**src/rtl/aeolus_pkg.sv**
```systemverilog
// Shared Aeolus datapath constants: receiver FSM encoding and default word width.
package aeolus_pkg;

  localparam logic [1:0] RX_IDLE  = 2'd0;
  localparam logic [1:0] RX_SHIFT = 2'd1;
  localparam logic [1:0] RX_HOLD  = 2'd2;

  localparam int AEOLUS_WORD_W = 4;

endpackage

```
**src/rtl/rx_bit_counter.sv**
```systemverilog
// Loadable frame-bit up-counter; done flags that the next strobed bit closes the frame.
module rx_bit_counter #(
  parameter int FRAME_LEN = 4,
  parameter int CNT_W     = $clog2(FRAME_LEN + 1)
) (
  input  logic clk,
  input  logic rst_n,
  input  logic load1,
  input  logic inc,
  output logic done
);

  localparam logic [CNT_W-1:0] LAST = CNT_W'(FRAME_LEN - 1);

  logic [CNT_W-1:0] count_reg;
  logic [CNT_W-1:0] count_next;

  // Wrap to zero on the closing bit so the counter is clean for the next frame.
  always_comb begin
    count_next = count_reg;
    if (load1) begin
      count_next = CNT_W'(1);
    end else if (inc) begin
      count_next = (count_reg == LAST) ? '0 : count_reg + 1'b1;
    end
  end

  always_ff @(posedge clk) begin
    if (!rst_n) begin
      count_reg <= '0;
    end else begin
      count_reg <= count_next;
    end
  end

  assign done = (count_reg == LAST);

endmodule

```
**src/rtl/serial_word_receiver.sv**
```systemverilog
// Serial-in, parallel-out word receiver with valid/ready output and sticky overrun flag.
// Optional even-parity trailer bit and PARITY_ERR output when SERIAL_PARITY_EN is defined.
module serial_word_receiver
  import aeolus_pkg::*;
#(
  parameter int WIDTH     = AEOLUS_WORD_W,
  parameter bit MSB_FIRST = 1'b0
) (
  input  logic             CLK,
  input  logic             RESET,
  input  logic             SER_IN,
  input  logic             SER_VALID,
  output logic [WIDTH-1:0] OUT,
  output logic             OUT_VALID,
  input  logic             OUT_READY,
  output logic             BUSY,
`ifdef SERIAL_PARITY_EN
  output logic             PARITY_ERR,
`endif
  output logic             FLAG
);

`ifdef SERIAL_PARITY_EN
  localparam int FRAME_LEN = WIDTH + 1;
`else
  localparam int FRAME_LEN = WIDTH;
`endif

  logic [1:0]       state_reg, state_next;
  logic [WIDTH-1:0] sreg_reg, sreg_next;
  logic [WIDTH-1:0] out_reg, out_next;
  logic             out_valid_reg, out_valid_next;
  logic             flag_reg, flag_next;
  logic [WIDTH-1:0] shifted;
  logic             cnt_load1, cnt_inc, cnt_done;
`ifdef SERIAL_PARITY_EN
  logic             parity_err_reg, parity_err_next;
`endif

  rx_bit_counter #(
    .FRAME_LEN (FRAME_LEN),
    .CNT_W     ($clog2(WIDTH + 1))
  ) u_bit_counter (
    .clk   (CLK),
    .rst_n (RESET),
    .load1 (cnt_load1),
    .inc   (cnt_inc),
    .done  (cnt_done)
  );

  assign shifted = MSB_FIRST ? {sreg_reg[WIDTH-2:0], SER_IN}
                             : {SER_IN, sreg_reg[WIDTH-1:1]};

  always_comb begin
    state_next     = state_reg;
    sreg_next      = sreg_reg;
    out_next       = out_reg;
    out_valid_next = out_valid_reg;
    flag_next      = flag_reg;
    cnt_load1      = 1'b0;
    cnt_inc        = 1'b0;
`ifdef SERIAL_PARITY_EN
    parity_err_next = parity_err_reg;
`endif
    case (state_reg)
      RX_IDLE: begin
        if (SER_VALID) begin
          sreg_next  = shifted;
          cnt_load1  = 1'b1;
          state_next = RX_SHIFT;
        end
      end
      RX_SHIFT: begin
        if (SER_VALID) begin
          cnt_inc = 1'b1;
          if (cnt_done) begin
            state_next     = RX_HOLD;
            out_valid_next = 1'b1;
`ifdef SERIAL_PARITY_EN
            // Closing bit is the parity trailer: data is already complete in sreg.
            out_next        = sreg_reg;
            parity_err_next = SER_IN ^ (^sreg_reg);
`else
            sreg_next = shifted;
            out_next  = shifted;
`endif
          end else begin
            sreg_next = shifted;
          end
        end
      end
      RX_HOLD: begin
        if (OUT_READY) begin
          out_valid_next = 1'b0;
          // A bit arriving with the handshake starts the next frame without loss.
          if (SER_VALID) begin
            sreg_next  = shifted;
            cnt_load1  = 1'b1;
            state_next = RX_SHIFT;
          end else begin
            state_next = RX_IDLE;
          end
        end else if (SER_VALID) begin
          flag_next = 1'b1;
        end
      end
      default: begin
        state_next = RX_IDLE;
      end
    endcase
  end

  always_ff @(posedge CLK) begin
    if (!RESET) begin
      state_reg     <= RX_IDLE;
      sreg_reg      <= '0;
      out_reg       <= '0;
      out_valid_reg <= 1'b0;
      flag_reg      <= 1'b0;
`ifdef SERIAL_PARITY_EN
      parity_err_reg <= 1'b0;
`endif
    end else begin
      state_reg     <= state_next;
      sreg_reg      <= sreg_next;
      out_reg       <= out_next;
      out_valid_reg <= out_valid_next;
      flag_reg      <= flag_next;
`ifdef SERIAL_PARITY_EN
      parity_err_reg <= parity_err_next;
`endif
    end
  end

  assign OUT       = out_reg;
  assign OUT_VALID = out_valid_reg;
  assign BUSY      = (state_reg == RX_SHIFT);
  assign FLAG      = flag_reg;
`ifdef SERIAL_PARITY_EN
  assign PARITY_ERR = parity_err_reg;
`endif

endmodule
```
**config.mk**
```make
export PLATFORM = sky130hd
export DESIGN_NAME = serial_word_receiver
export DESIGN_NICKNAME = d
export VERILOG_FILES = /design/src/rtl/aeolus_pkg.sv /design/src/rtl/rx_bit_counter.sv /design/src/rtl/serial_word_receiver.sv
export SDC_FILE = /design/constraint.sdc
export NUM_CORES = 1
export LEC_CHECK = 0
export ABC_AREA = 1
export BUFFER_PORTS_ARGS = -buffer_cell sky130_fd_sc_hd__buf_2
export CAP_MARGIN = 10
export CORE_MARGIN = 1.5
export CORE_UTILIZATION = 40
export DETAILED_ROUTE_END_ITERATION = 8
export SYNTH_ARGS = -nofsm -noshare
export SYNTH_HDL_FRONTEND = slang
export SYNTH_SLANG_ARGS = --single-unit
```
**constraint.sdc**
```tcl
create_clock -name CLK -period 2.1 [get_ports CLK]
set_clock_uncertainty 0.1 [all_clocks]
set_input_delay 0.21 -clock CLK [delete_from_list [all_inputs] [get_ports CLK]]
set_output_delay 0.21 -clock CLK [all_outputs]
set_load 0.05 [all_outputs]
```
==> reports/results.txt, run 1 <==
number of synthesis warnings = 0
clk sinks = 14
Slew Limit Fails = 0
std cell rows = 14
full die area = 1830 um^2
CTS Buf Count = 3
worst r2r path cells = 6
Routed WL = 1070 um
Root Buffer = clkbuf_4
Overflow after GRT = 0
largest net degree at the start of global routing = 10
Clk network pwr share = 36.4%
drt initial violations = 11
cell family with most CP delay = flip-flops
Setup TNS Final = 0 ns
via total after detailed routing = 561
max FFs per register = 4
R2R Path Start = u_bit_counter.count_reg[0]
layout filler cell count = 154
Syn Inst Count = 90
crit path DAT = 1.21 ns
initial antenna violation count = 0
cts repair resizes = 0
Post-Place Cells = 116
first-pass GRT wire length = 1960 um
Die Width = 42.8 um
combinational fraction of design power = 11.5%
Critical Path RT = 1.79 ns
nets@finish = 111
Psw = 137 uW
Yosys reg bits = 14
leakage power = 0.000377 uW
Hold EP = OUT[0]
max cap viols = 0
Synthesized Nets = 96
Routed Antenna Nets = 0
Worst R2R End = OUT[2]
core area = 1490 um^2
Pint = 400 uW
TritonRoute pass-1 iters = 4
vias in the first global route = 492
R2R Setup Slk = 0.82 ns
Final Cycle Share = 72.4%
Vert. Die Dim = 42.8 um
area occupied by multi-input gates = 298 um^2
crit path max fanout = 3
register clock-pin slew on the reported worst setup and hold paths = 0.09 ns
min-delay src = RESET
critical path's slowest cell = dfxtp_1
CP Buf/Inv Count = 2
FF/Latch Area = 280 um^2
Hold Buf Count CTS = 0
outcome = finished, final reports clean
Worst setup EP type = output port
Worst Hold Depth = 3
Post-Syn Area = 634 um^2
GPL Wtd Cong = 0.766
Antenna Cells = 0
final core occ = 49.8%
RSZ-0062 raised after global routing = false
sequential cell area fraction in the yosys report = 44.2%
post-route minimum period = 1.52 ns
Routed wire per std cell = 8.88 um
final worst setup slack = 0.581 ns
CTS tree = yes
post-CTS setup buffer count = 0
CP Cell Sequence = inv_2 > nor2_2 > buf_2
Final Hold Viols = 0
layout cells sized above 1 = 24.0%
Finish-stage setup viols = 0
HPWL Detailed = 821 um
H-tree depth = 1
Startpoint Class = flip-flop
Pwr per Cell Area = 724 nW/um^2
Residual DRC = 0
Least-Margin Pin Slew = 0.242 ns
I/O pins = 12
CP peak stage delay = 0.43 ns
Final Non-Filler Cells = 120
DR vias/cell = 4.68
Setup CP Type = reg -> out
relative slew slack = 83.8%
Reg power frac = 52.2%
Switching Share = 25.5%
GRT Total Usage = 14.4%
worst vdd ir = 0.000356 V
Max Clk Rate = 0.658 GHz
maximum clock path buffer count = 2
Hold Crit Class = in -> reg
Port Buffers = 11
total power = 537 uW
pre-CTS setup slack = 0.838 ns
P&R area growth vs syn = 17.0%
worst skew pair latency = 0.28 ns
starting density of the core = 42.6%
post-synthesis area per instance = 7.05 um^2
Yosys cell types = 16
-- tightest hold or removal path: stages --
cell and delay (ns):
buf_2 0.15, nand2_1 0.08, nor2_1 0.03
-- cells in the final DEF, fill, tap and decap left out, drive strengths merged --
master  count
dfxtp      14
ha          1
inv        14
clkbuf      4
buf        11
a21boi      1
nand3       5
a31oi       1
a21oi       4
nor2       22
nand2      24
o21ai       3
-- metal layers --
| layer | up-vias | GRT usage, % | wire (um) | share of wire [%] |
|---|---|---|---|---|
| li1 | 299 | - | - | - |
| met1 | 250 | 18.6 | 552 | 52 |
| met2 | 8 | 20.0 | 441 | 41 |
| met3 | 4 | 3.83 | 37 | 3.5 |
| met4 | 0 | 11.3 | 34 | 3.2 |
| met5 | - | 0 | 0 | 0 |
-- worst max path at each step --
stage	cells past startpoint	slack, ns	startpoint	end
floorplan	4	0.72	state_reg[0]	state_reg[0]
global placement	6	0.86	u_bit_counter.count_reg[0]	OUT[1]
global route	3	0.54	state_reg[0]	BUSY
CTS	3	0.59	state_reg[0]	BUSY
detailed placement	6	0.84	u_bit_counter.count_reg[0]	OUT[1]
finish	3	0.58	state_reg[0]	BUSY
-- per-stage QoR --
stage / cell area, um^2 / hold WS [ns]
CTS: 742 / 0.121
finish: 742 / 0.129
global placement: 706 / 0.347
detailed placement: 706 / 0.342
global route: 742 / 0.129
floorplan: 634 / 0.296
-- area by class of cell --
| type | instances | area share, % |
|---|---|---|
| sequential | 14 | 37.8 |
| tap | 16 | 2.70 |
| clock buffer | 4 | 4.89 |
| timing repair buffer | 11 | 7.42 |
| inverter | 14 | 7.08 |
| multi-input combinational | 61 | 40.1 |
-- cells by family (layout without fill, tap and decap cells) --
kind of cell	count (synthesis)	after routing	synth area share, %
fa+ha+maj	1	1	1.97
simple gates	51	51	37.3
compound gates	9	9	7.69
buf+inv	15	29	8.88
flops	14	14	44.2
-- synth_stat cells, drive strengths merged --
cell    count  share of area, %
a21boi      1               1.2
ha          1               2.0
inv        14               8.3
a31oi       1              0.99
nand2      24                15
nor2       22                16
a21oi       4               3.2
o21ai       3               2.4
nand3       5               5.9
buf         1              0.59
dfxtp      14                44
-- power by group through the flow --
stage	Sequential, uW	Combinational [uW]	Clock (uW)
after floorplan	286	46.8	0
after global placement	286	61.4	0
after detailed placement	287	61.5	0
after CTS	280	61.7	203
after global routing	282	70.4	215
final	280	61.5	196
Note: power is estimated with default switching activity, not from simulation.
==> inputs of run 2 (changes only) <==
==> constraint.sdc (replaced) <==
create_clock -name CLK -period 1.3 [get_ports CLK]
set_clock_uncertainty 0.1 [all_clocks]
set_input_delay 0.13 -clock CLK [delete_from_list [all_inputs] [get_ports CLK]]
set_output_delay 0.13 -clock CLK [all_outputs]
set_load 0.05 [all_outputs]
==> run 2 against run 1 <==
Net effect: worst hold slack worse by 0.087 ns; core utilization increased by 1.3 points; combinational power up 69%; non-clock buffer count unchanged; die area unchanged; via count fell by 5.2%; critical endpoint unchanged; largest cell class unchanged; sequential cell count stayed put.
==> reports/results.txt, run 2 (synthesized netlist as in run 1, its figures left out) <==
outcome = finished, final reports clean
starting density of the core = 42.6%
largest net degree at the start of global routing = 10
Critical Path RT = 1.07 ns
Finish-stage setup viols = 0
commonest non-fill, non-tap cell in the layout = nand2_1
via total after detailed routing = 532
Vert. Die Dim = 42.8 um
Routed wire per std cell = 8.98 um
full die area = 1830 um^2
Pwr per Cell Area = 1150 nW/um^2
Hold Crit Class = in -> reg
Worst setup EP type = output port
Routed WL = 1080 um
Worst R2R End = OUT[1]
Hold EP = OUT[2]
CTS tree = yes
R2R Setup Slk = 0.11 ns
drt initial violations = 3
post-route minimum period = 1.24 ns
first-pass GRT wire length = 1730 um
Slew Limit Fails = 0
Antenna Cells = 0
CTS Buf Count = 3
Routed Antenna Nets = 0
CP Cell Sequence = inv_2 > nor2_4 > buf_6
crit path max fanout = 3
GRT Total Usage = 13.6%
worst vdd ir = 0.000617 V
leakage power = 0.000378 uW
register clock-pin slew on the reported worst setup and hold paths = 0.09 ns
Setup CP Type = reg -> out
most frequent cells in the layout = nand2_1, nor2_1, dfxtp_1
Root Buffer = clkbuf_4
DR vias/cell = 4.43
maximum clock path buffer count = 2
Startpoint Class = flip-flop
std cell rows = 14
crit path DAT = 1.01 ns
final core occ = 51.2%
TritonRoute pass-1 iters = 4
H-tree depth = 1
Final Hold Viols = 0
layout filler cell count = 143
max FFs per register = 4
I/O pins = 12
Worst Hold Depth = 3
Final Cycle Share = 95.5%
min-delay src = RESET
worst skew pair latency = 0.28 ns
layout cells sized above 1 = 28.8%
Residual DRC = 0
critical path's slowest cell = dfxtp_2
relative slew slack = 83.6%
Max Clk Rate = 0.805 GHz
FF/Latch Area = 284 um^2
vias in the first global route = 413
clk sinks = 14
Least-Margin Pin Slew = 0.247 ns
RSZ-0062 raised after global routing = false
Overflow after GRT = 0
HPWL Detailed = 799 um
max cap viols = 0
worst r2r path cells = 6
CP peak stage delay = 0.38 ns
initial antenna violation count = 0
P&R area growth vs syn = 20.1%
area occupied by multi-input gates = 308 um^2
Setup TNS Final = 0 ns
R2R Path Start = u_bit_counter.count_reg[1]
nets@finish = 111
Die Width = 42.8 um
Port Buffers = 11
core area = 1490 um^2
GPL Wtd Cong = 0.779
run 2: through the flow:
stage	cell area (um^2)	hold WS [ns]	total power, uW	std cells	worst slack, ns
4_1_cts	751	0.0361	892	120	0.0140
2_1_floorplan	639	0.216	540	90	0.111
3_5_place_dp	711	0.343	563	116	0.0405
3_3_place_gp	711	0.344	564	116	0.0706
6_report	762	0.0424	880	120	0.0583
5_1_grt	762	0.0389	927	120	0.00393
run 2: worst max-delay path, delay by kind of cell (launching register included):
family	cells	cell delay, ns
buffers and inverters	2	0.24
and+or+nand+nor	1	0.11
DFF	1	0.38
run 2: layout make-up:
type	instances	area share, %
multi-input combinational	61	40.4
sequential	14	37.3
timing repair buffer	11	8.05
inverter	14	6.90
clock buffer	4	4.76
tap	16	2.63
run 2: per-layer routing:
metal | part of all wire (%) | wire, um | vias to the layer above | track usage (%)
met5 | 0 | 0 | - | 0
met4 | 1.4 | 15 | 0 | 13.1
met3 | 4.5 | 49 | 2 | 5.53
met2 | 40 | 428 | 9 | 16.4
met1 | 54 | 585 | 219 | 17.3
li1 | - | - | 302 | -
run 2: worst max path at each step:
stage / to / slack, ns / from / depth (start not counted)
after CTS: BUSY / 0.01 / state_reg[1] / 2
after global placement: OUT[1] / 0.07 / u_bit_counter.count_reg[0] / 6
final: BUSY / 0.06 / state_reg[0] / 3
after detailed placement: OUT[1] / 0.04 / u_bit_counter.count_reg[0] / 6
after global routing: BUSY / 0.004 / state_reg[0] / 3
after floorplan: u_bit_counter.count_reg[0] / 0.11 / state_reg[0] / 6
run 2: timing repair:
| item | CTS | global route |
|---|---|---|
| buffers inserted | 0 | 0 |
| setup endpoints to repair | 1 | 8 |
| hold buffers | 0 | 0 |
| gates resized for setup | 2 | 5 |
run 2: where the power goes:
part,total (uW),switching [uW],internal (uW)
sequential,454,10.1,444
clock,322,151,170
combinational,104,66.7,37.4
